### src/rtl/cmd_seq_pkg.sv
// rtl/cmd_seq_pkg.sv - opcodes, response codes, status and FSM types shared by cmd_sequencer
package cmd_seq_pkg;

    localparam logic [7:0] OP_REQ_BATT  = 8'h01;
    localparam logic [7:0] OP_SET_PTCH  = 8'h02;
    localparam logic [7:0] OP_SET_ROLL  = 8'h03;
    localparam logic [7:0] OP_SET_YAW   = 8'h04;
    localparam logic [7:0] OP_SET_THRST = 8'h05;
    localparam logic [7:0] OP_CALIBRATE = 8'h06;
    localparam logic [7:0] OP_EMER_LAND = 8'h07;
    localparam logic [7:0] OP_MTRS_OFF  = 8'h08;

    localparam logic [7:0] ACK = 8'hA5;

    typedef enum logic [1:0] {
        ST_OK      = 2'd0,
        ST_NAK     = 2'd1,
        ST_TIMEOUT = 2'd2
    } status_e;

    typedef enum logic [2:0] {
        IDLE,
        LOAD,
        SEND,
        WAIT_SNT,
        WAIT_RESP,
        CHECK
    } state_e;

    typedef struct packed {
        logic [7:0]  op;
        logic [15:0] data;
    } cmd_entry_t;

endpackage

### src/rtl/cmd_fifo.sv
// rtl/cmd_fifo.sv - DEPTH-entry {opcode, data} queue with registered full/empty and flush
module cmd_fifo
    import cmd_seq_pkg::*;
#(
    parameter int DEPTH = 4
) (
    input  logic       clk,
    input  logic       rst,
    input  logic       flush_i,
    input  logic       wr_en_i,
    input  cmd_entry_t wr_entry_i,
    input  logic       rd_en_i,
    output cmd_entry_t rd_entry_o,
    output logic       full_o,
    output logic       empty_o
);

    localparam int AW = $clog2(DEPTH);
    localparam int CW = AW + 1;

    cmd_entry_t    mem_q [DEPTH];
    logic [AW-1:0] wr_ptr_q, wr_ptr_d;
    logic [AW-1:0] rd_ptr_q, rd_ptr_d;
    logic [AW-1:0] wr_idx;
    logic [CW-1:0] count_q, count_d;
    logic          full_q, empty_q;
    logic          do_wr, do_rd;

    // A flush restarts the queue at slot 0; a simultaneous write becomes the sole entry.
    always_comb begin
        wr_ptr_d = wr_ptr_q;
        rd_ptr_d = rd_ptr_q;
        count_d  = count_q;
        wr_idx   = wr_ptr_q;
        do_wr    = 1'b0;
        do_rd    = 1'b0;
        if (flush_i) begin
            rd_ptr_d = '0;
            wr_idx   = '0;
            do_wr    = wr_en_i;
            wr_ptr_d = AW'(wr_en_i);
            count_d  = CW'(wr_en_i);
        end else begin
            do_wr    = wr_en_i && !full_q;
            do_rd    = rd_en_i && !empty_q;
            wr_ptr_d = wr_ptr_q + AW'(do_wr);
            rd_ptr_d = rd_ptr_q + AW'(do_rd);
            count_d  = count_q + CW'(do_wr) - CW'(do_rd);
        end
    end

    always_ff @(posedge clk) begin
        if (rst) begin
            wr_ptr_q <= '0;
            rd_ptr_q <= '0;
            count_q  <= '0;
            full_q   <= 1'b0;
            empty_q  <= 1'b1;
        end else begin
            wr_ptr_q <= wr_ptr_d;
            rd_ptr_q <= rd_ptr_d;
            count_q  <= count_d;
            full_q   <= (count_d == CW'(DEPTH));
            empty_q  <= (count_d == '0);
        end
    end

    always_ff @(posedge clk) begin
        if (do_wr) begin
            mem_q[wr_idx] <= wr_entry_i;
        end
    end

    assign rd_entry_o = mem_q[rd_ptr_q];
    assign full_o     = full_q;
    assign empty_o    = empty_q;

endmodule

### src/rtl/cmd_sequencer.sv
// rtl/cmd_sequencer.sv - queues commands and issues them to CommMaster with timeout/retry
// CMD_SEQ_EMER_PRIO_EN: EMER_LAND push flushes pending entries and jumps the queue.
module cmd_sequencer
    import cmd_seq_pkg::*;
#(
    parameter int DEPTH       = 4,
    parameter int TIMEOUT_CYC = 1_000_000,
    parameter int MAX_RETRY   = 2
) (
    input  logic        clk,
    input  logic        rst,
    input  logic        push,
    input  logic [7:0]  push_cmd,
    input  logic [15:0] push_data,
    input  logic        abort,
    output logic        full,
    output logic        empty,
    output logic        busy,
    output logic [7:0]  cmd,
    output logic [15:0] data,
    output logic        snd_cmd,
    input  logic        frm_snt,
    input  logic        resp_rdy,
    input  logic [7:0]  resp,
    output logic        clr_resp_rdy,
    output logic        done,
    output logic [1:0]  status,
    output logic [7:0]  done_cmd,
    output logic [7:0]  batt
);

    localparam int TW = $clog2(TIMEOUT_CYC + 1);
    localparam int RW = (MAX_RETRY < 1) ? 1 : $clog2(MAX_RETRY + 1);

    state_e        state_q, state_d;
    logic [TW-1:0] timer_q, timer_d;
    logic [RW-1:0] retry_q, retry_d;
    logic          tmo_q, tmo_d;
    logic [7:0]    resp_q, resp_d;
    logic [7:0]    cmd_q, cmd_d;
    logic [15:0]   data_q, data_d;
    logic [7:0]    batt_q, batt_d;

    cmd_entry_t    push_entry, head_entry;
    logic          fifo_full, fifo_empty, fifo_pop, fifo_flush, emer_flush;
    logic          expired, can_retry;

`ifdef CMD_SEQ_EMER_PRIO_EN
    assign emer_flush = push && (push_cmd == OP_EMER_LAND);
`else
    assign emer_flush = 1'b0;
`endif

    assign push_entry = '{op: push_cmd, data: push_data};
    assign fifo_flush = abort || emer_flush;

    cmd_fifo #(
        .DEPTH(DEPTH)
    ) u_fifo (
        .clk        (clk),
        .rst        (rst),
        .flush_i    (fifo_flush),
        .wr_en_i    (push && !abort),
        .wr_entry_i (push_entry),
        .rd_en_i    (fifo_pop),
        .rd_entry_o (head_entry),
        .full_o     (fifo_full),
        .empty_o    (fifo_empty)
    );

    // The SEND cycle counts toward the window, so resends land exactly TIMEOUT_CYC apart.
    assign expired   = (timer_q == TW'(TIMEOUT_CYC - 2));
    assign can_retry = (retry_q < RW'(MAX_RETRY));

    always_comb begin
        state_d      = state_q;
        timer_d      = timer_q;
        retry_d      = retry_q;
        tmo_d        = tmo_q;
        resp_d       = resp_q;
        cmd_d        = cmd_q;
        data_d       = data_q;
        batt_d       = batt_q;
        fifo_pop     = 1'b0;
        snd_cmd      = 1'b0;
        clr_resp_rdy = 1'b0;
        done         = 1'b0;
        status       = ST_OK;
        done_cmd     = '0;

        case (state_q)
            IDLE: begin
                if (!fifo_empty) state_d = LOAD;
            end
            LOAD: begin
                fifo_pop = 1'b1;
                cmd_d    = head_entry.op;
                data_d   = head_entry.data;
                retry_d  = '0;
                tmo_d    = 1'b0;
                state_d  = SEND;
            end
            SEND: begin
                snd_cmd = 1'b1;
                timer_d = '0;
                state_d = WAIT_SNT;
            end
            WAIT_SNT, WAIT_RESP: begin
                timer_d = timer_q + TW'(1);
                if (state_q == WAIT_SNT && frm_snt) begin
                    state_d = WAIT_RESP;
                end else if (state_q == WAIT_RESP && resp_rdy) begin
                    resp_d  = resp;
                    state_d = CHECK;
                end else if (expired) begin
                    if (can_retry) begin
                        retry_d = retry_q + RW'(1);
                        state_d = SEND;
                    end else begin
                        tmo_d   = 1'b1;
                        state_d = CHECK;
                    end
                end
            end
            CHECK: begin
                clr_resp_rdy = 1'b1;
                done         = 1'b1;
                done_cmd     = cmd_q;
                if (tmo_q) begin
                    status = ST_TIMEOUT;
                end else if (cmd_q == OP_REQ_BATT) begin
                    status = ST_OK;
                    batt_d = resp_q;
                end else if (resp_q == ACK) begin
                    status = ST_OK;
                end else begin
                    status = ST_NAK;
                end
                state_d = IDLE;
            end
            default: state_d = IDLE;
        endcase

        if (abort) begin
            state_d      = IDLE;
            fifo_pop     = 1'b0;
            cmd_d        = cmd_q;
            data_d       = data_q;
            batt_d       = batt_q;
            snd_cmd      = 1'b0;
            done         = 1'b0;
            status       = ST_OK;
            done_cmd     = '0;
            clr_resp_rdy = resp_rdy;
        end

        if (rst) begin
            snd_cmd      = 1'b0;
            clr_resp_rdy = 1'b0;
            done         = 1'b0;
            status       = ST_OK;
            done_cmd     = '0;
        end
    end

    always_ff @(posedge clk) begin
        if (rst) begin
            state_q <= IDLE;
            timer_q <= '0;
            retry_q <= '0;
            tmo_q   <= 1'b0;
            resp_q  <= '0;
            cmd_q   <= '0;
            data_q  <= '0;
            batt_q  <= '0;
        end else begin
            state_q <= state_d;
            timer_q <= timer_d;
            retry_q <= retry_d;
            tmo_q   <= tmo_d;
            resp_q  <= resp_d;
            cmd_q   <= cmd_d;
            data_q  <= data_d;
            batt_q  <= batt_d;
        end
    end

    assign full  = fifo_full;
    assign empty = fifo_empty;
    assign busy  = (state_q != IDLE);
    assign cmd   = cmd_q;
    assign data  = data_q;
    assign batt  = batt_q;

endmodule

### config.mk
export PLATFORM = sky130hd
export DESIGN_NAME = cmd_sequencer
export DESIGN_NICKNAME = d
export VERILOG_FILES = /design/src/rtl/cmd_seq_pkg.sv /design/src/rtl/cmd_fifo.sv /design/src/rtl/cmd_sequencer.sv
export SDC_FILE = /design/constraint.sdc
export NUM_CORES = 1
export LEC_CHECK = 0
export BUFFER_PORTS_ARGS = -buffer_cell sky130_fd_sc_hd__buf_2
export CORE_MARGIN = 1.5
export CORE_UTILIZATION = 52
export DETAILED_ROUTE_END_ITERATION = 6
export PLACE_DENSITY_LB_ADDON = 0.25
export SYNTH_ARGS = -nofsm -noshare
export SYNTH_HDL_FRONTEND = slang
export SYNTH_SLANG_ARGS = --single-unit
export TNS_END_PERCENT = 30
### constraint.sdc
create_clock -name clk -period 3.85 [get_ports clk]
set_clock_uncertainty 0.15 [all_clocks]
set_input_delay 0.77 -clock clk [delete_from_list [all_inputs] [get_ports clk]]
set_output_delay 0.77 -clock clk [all_outputs]
set_load 0.03 [all_outputs]
# Word level (Yosys, flattened, before mapping)
# Memory sizes are Yosys's and may differ from the RTL's. A register that Yosys moved wholly into a read port is not among the register bits.
# Cells that the tools add are included.
totals:
  regBits: 51
  mem_bits_rw: 96
  in_bits: 38
  output_inout_bits: 48
  n_memories: 1
memory_table:
  columns: ["name", "depth", "word_bits", "rd", "rd_clocked_by_memory_dff", "wr", "line", "source"]
  rows:
  - ["u_fifo.mem_q", 4, 24, 1, 1, 1, "cmd_fifo.sv:21", "cmd_entry_t mem_q [DEPTH];"]
classes:
  add_sub_neg: 6
  n_lt_le_gt_ge: 1
  eq_ne: 16
  n_mux: 42
  bitwise: 3
  reduce_logical: 21
op_table:
  columns: ["cell", "count"]
  rows:
  - ["$pmux 20 s2", 1]
  - ["$mux 8", 3]
  - ["$add 20x1->20 const B", 1]
  - ["$eq 20x20->1 const B", 1]
  - ["$mux 1", 20]
  - ["$mux 2", 9]
  - ["$mux 3", 6]
  - ["$ne 2x2->1 const B", 6]
  - ["$pmux 3 s4", 1]
  - ["$reduce_and 5->1", 2]
  - ["$eq 3x3->1 const B", 3]
  - ["$eq 8x1->1 const B", 1]
  - ["$eq 8x8->1 const B", 1]
  - ["$eq 3x2->1 const B", 2]
  - ["$logic_not 3->1", 2]
  - ["$logic_and 1x1->1", 5]
  - ["$add 2x1->2", 2]
  - ["$ne 4x4->1 const B", 1]
  - ["$pmux 2 s2", 1]
  - ["$reduce_and 2->1", 2]
  - ["$reduce_and 4->1", 1]
  - ["$reduce_bool 2->1", 2]
  - ["$reduce_or 2->1", 2]
  - ["$add 3x1->3", 1]
  - ["9 further kinds", 13]

# Depth between registers and ports, before layout
logic_depth:
  depth_word: 7
  depth_mapped: 15
  depth_no_buf: 12

# Cells and area by module
# Synthesis repeated with hierarchy kept, for this count alone.
hier_totals:
  hier_cells: 540
  hier_area_um2: 6896.6
by_module_without_submodules:
  columns: ["mod", "n_inst", "cells_each", "area_per_inst_um2", "seq_area_each_um2"]
  rows:
  - ["cmd_fifo", 1, 171, 3943.8, 3062.9]
  - ["cmd_sequencer", 1, 369, 2952.8, 1321.3]

# Worst setup path after synthesis
# OpenSTA, ideal clock, no wires.
synth_path:
  kind: "input port to flip-flop"
  from: "input port abort"
  to: "memory u_fifo.mem_q[0][0] in the netlist's numbering, enable pin"
  t_arrival_ps: 3073
  path_slack_ps: 186
  path_stages: 2
  path_buffers: 0
  path_cell_list: "nor3b_1 > nor3b_1"
synth_between:
  elab_chain_cells: 6
  word_cells_on_any_way: 7
  classes_between: "mux: 4; reduce/logical: 3"
synth_lines:
  columns: ["element", "line", "source"]
  rows:
  - ["start, declared", "cmd_sequencer.sv:15", "input logic abort,"]
  - ["$logic_not 1->1", "cmd_sequencer.sv:63", ".wr_en_i (push && !abort),"]
  - ["$logic_and 1x1->1", "cmd_sequencer.sv:63", null]
  - ["$logic_and 1x1->1", "cmd_fifo.sv:44", "do_wr = wr_en_i && !full_q;"]
  - ["$mux 1", "cmd_fifo.sv:37", "if (flush_i) begin"]
  - ["$mux 1", "cmd_fifo.sv:69", "if (do_wr) begin"]
  - ["$mux 1 (implied by the code)", "cmd_fifo.sv:70", "mem_q[wr_idx] <= wr_entry_i;"]
  - ["end, declared", "cmd_fifo.sv:21", null]
# Several ways; a longest one is shown, not always the timed one.

# Worst setup path in the final report
layout_path:
  from: "register state_q[0]"
  to: "register u_fifo.empty_q, in the netlist u_fifo.empty_o"
layout_between:
  elab_chain_cells: 7
layout_lines:
  columns: ["element", "line", "source"]
  rows:
  - ["start, declared", "cmd_sequencer.sv:35", "state_e state_q, state_d;"]
  - ["start signal, assigned", "cmd_sequencer.sv:177", "state_q <= state_d;"]
  - ["$eq 3x1->1", "cmd_sequencer.sv:91", "case (state_q)"]
  - ["$mux 1", "cmd_sequencer.sv:91", null]
  - ["$mux 1", "cmd_sequencer.sv:144", "if (abort) begin"]
  - ["$logic_and 1x1->1", "cmd_fifo.sv:45", "do_rd = rd_en_i && !empty_q;"]
  - ["$sub 3x1->3", "cmd_fifo.sv:48", "count_d = count_q + CW'(do_wr) - CW'(do_rd);"]
  - ["$mux 3", "cmd_fifo.sv:37", null]
  - ["$logic_not 3->1", "cmd_fifo.sv:64", "empty_q <= (count_d == '0);"]
  - ["end signal, assigned", "cmd_fifo.sv:64", null]
  - ["end, declared", "cmd_fifo.sv:26", "logic full_q, empty_q;"]
# No other way between the ends.
# A chain may end at the register's enable or synchronous reset.

==> impl_metrics.ini <==
[pwr]
switchingPower_uw = 845
powerDensity_mw_per_mm2 = 478
power.leakage_nw = 2.99
power_frac_comb_pct = 4.8
max-vdd-ir-drop_v = 0.000311
p_clk_share_pct = 44.6
pwr-share-seq_pct = 50.6
p_total_mw = 3.91
sw_frac_of_total_pct = 21.6
internal-power_mw = 3.07

[final_layout]
post-route-util_pct = 62.0
multi_input_area_mm2 = 0.00244
nets = 671
diodes = 0
stdcell_area_mm2 = 0.00818
drive_above_1_share_pct = 26.4
area_delta_synth_final_pct = 17.3
regArea_mm2 = 0.00439
stdcell_count = 815
fill_cells = 1037

[clock_network]
ctsHoldBuffers = 0
clock-sinks = 171
numCtsBuffers = 17
cts_buffer_depth = 2
cts_tree = done
root_buffer = clkbuf_16
clkLatencyLatePin_ns = 0.43
cts.clk_slew.worst_paths_ns = 0.06
post_cts_buffers = 0
cts_resized = 0
htreeDepth = 4

[placement]
portBuffers = 85
dp_hpwl_mm = 9.17
placed_cell_area_mm2 = 0.00757
pre_cts_slack_ns = 0.662
finalWeightedCongestion = 0.804
post-place-cells = 783

[setup_path]
end_kind = flop
ff2ff_path_depth = 12
arrival_ns = 3.30
rrSetupSlack_ns = 0.75
startpoint_type = flop
r2r_start = state_q[0]$_SDFFE_PP0P_
cp_data_required_time_ns = 4.05
crit_chain = nand2b_1, or3_1, nor2_1, ha_1, inv_1, ha_1, inv_1, fa_1, xor2_1, xnor2_1, nor2_1, nor3_1
slowest_stage = dfxtp_1
worst-path-max-fanout = 19
path_class = flop to flop
r2r-end = u_fifo.empty_o$_SDFF_PP1_
cp_slowest_stage_delay_ns = 0.64

[logic_synthesis]
syn_avg_cell_area_um2 = 12.8
synthTopCellsByArea = edfxtp_1 41%, dfxtp_1 22%, mux4_2 7.8%, nand2_1 4.0%, mux2i_1 3.6%
synthArstFlopShare_pct = 0
synth-edff-count = 96
ys_seq_area_share_pct = 62.9
ys_types = 58
netlist_instances = 544
netlist_area_mm2 = 0.00697
synth_top_area_share_pct = 41.3
ys_ff_latch = 171
syn_nets = 589
yosysMostFrequentCell = edfxtp_1
yosys.area.top_type = edfxtp_1
synthTopCellsByCount = 96 x edfxtp_1, 75 x dfxtp_1, 74 x nand2_1, 37 x a21oi_1, 34 x nor2_1
yosysWarnings = 0
synthFlopType = edfxtp_1

[global_route]
antenna_found_initial = 0
grt.busiest_layer = met2
met2_usage_pct = 35.4
grt_overflow = 0
grt_pass1_wl_mm = 23.1
grt_pass1_vias = 4560
grt_max_degree = 71
grt_use_met3_pct = 5.79
grt_use_met1_pct = 27.7
grt_usage_pct = 21.7

[timing]
relSlewSlack_pct = 37.2
setup_ws_ns = 0.751
rsz0062_at_grt = no
period_share_pct = 80.5
worst_pin_slew_ns = 0.942
setup_tns_ns = 0
hold_viol_final = 0
min_period_ns = 3.10
maxSlewViolCount = 0
setup_viol = 0
whs_ns = 0.304
fmax_ghz = 0.323

[die]
die_x_um = 119
ios = 86
die_y_um = 119
core_area_mm2 = 0.0132
dieArea_mm2 = 0.0141
fp-row-count = 42
start_util_pct = 52.9

[route]
drcViolationCount = 0
first_pass_iters = 5
drtAntennaViolNets = 0
vias_per_cell = 5.65
drt_iter0_markers = 383
drt-total-wl_mm = 14.5
avgRoutedWirePerCell_um = 17.8
vias = 4605

[min_path]
hold_class = flop to flop
hold_path_end = data[13]$_SDFFE_PP0N_
hold_start = data[13]$_SDFFE_PP0N_
holdPathStages = 2

[run]
drv_cap = 0

[run_status]
status = complete, no violations
==> layer usage <==
layer  wire (µm)  vias up
met5           0        -
met4         243        0
met3         732       23
met2        7180      131
met1        6320     2262
li1            -     2189
==> flip-flops by register name, summed over array words and instances, names as in the netlist <==
name	count
data	16
batt	8
resp_q	8
u_fifo.full_o	1
u_fifo.count_q	3
retry_q	2
timer_q	20
u_fifo.rd_ptr_q	2
u_fifo.empty_o	1
tmo_q	1
u_fifo.wr_ptr_q	2
state_q	3
u_fifo.mem_q	96
cmd	8
==> worst max-delay path by stage <==
stage	depth (start not counted)	startpoint	slack, ns	end
floorplan	2	abort	0.19	u_fifo.mem_q[0][0]$_DFFE_PP_
global placement	12	abort	0.79	u_fifo.empty_o$_SDFF_PP1_
detailed placement	12	abort	0.66	u_fifo.empty_o$_SDFF_PP1_
CTS	12	state_q[0]$_SDFFE_PP0P_	0.79	u_fifo.empty_o$_SDFF_PP1_
global route	12	state_q[0]$_SDFFE_PP0P_	0.50	u_fifo.empty_o$_SDFF_PP1_
finish	12	state_q[0]$_SDFFE_PP0P_	0.75	u_fifo.empty_o$_SDFF_PP1_
==> cell type report <==
| cell class | instances | share of cell area, % |
|---|---|---|
| Timing Repair Buffer | 96 | 6.21 |
| Clock inverter | 14 | 2.03 |
| Tap cell | 176 | 2.69 |
| Clock buffer | 18 | 5.37 |
| Multi-Input combinational cell | 335 | 29.8 |
| Inverter | 5 | 0.229 |
| Sequential cell | 171 | 53.6 |
==> power groups by stage <==
stage,Sequential [mW],Combinational (mW),Clock [mW]
floorplan,2.02,0.110,0
global placement,2.01,0.182,0
detailed placement,2.02,0.187,0
CTS,1.98,0.187,1.77
global route,1.98,0.204,1.85
finish,1.98,0.187,1.75
==> worst max-delay path, delay by kind of cell, from the launching register on <==
| family | cells | cell delay [ns] |
|---|---|---|
| DFF | 1 | 0.64 |
| and+or+nand+nor | 5 | 0.97 |
| buffers and inverters | 2 | 0.11 |
| adders and majority gates | 3 | 0.77 |
| xor gates and xnor gates | 2 | 0.39 |
==> cell usage in the layout (no fill, tap or decap), types with 4 or more instances in the layout <==
cell and count:
and3_1 6, ha_1 6, nand2_1 74, or2_2 7, nor2_1 32, dfxtp_1 74, nand3_1 14, inv_1 5
edfxtp_1 96, mux2i_1 25, and2_1 16, buf_2 85, clkbuf_16 17, nand3b_1 4, buf_4 11, nor3_1 7
or3_1 4, a21oi_1 37, o21ai_0 6, mux4_2 24
==> logic make-up after synthesis <==
kind of cell | count (synthesis) | synth area share, %
and+or+nand+nor | 201 | 14.8
DFF | 171 | 62.9
AOI/OAI and AO/OA | 72 | 6.48
muxes | 51 | 11.7
buffers and inverters | 38 | 2.35
adders and majority gates | 7 | 1.36
xor gates and xnor gates | 4 | 0.503
Power figures use the tool's default switching activity.
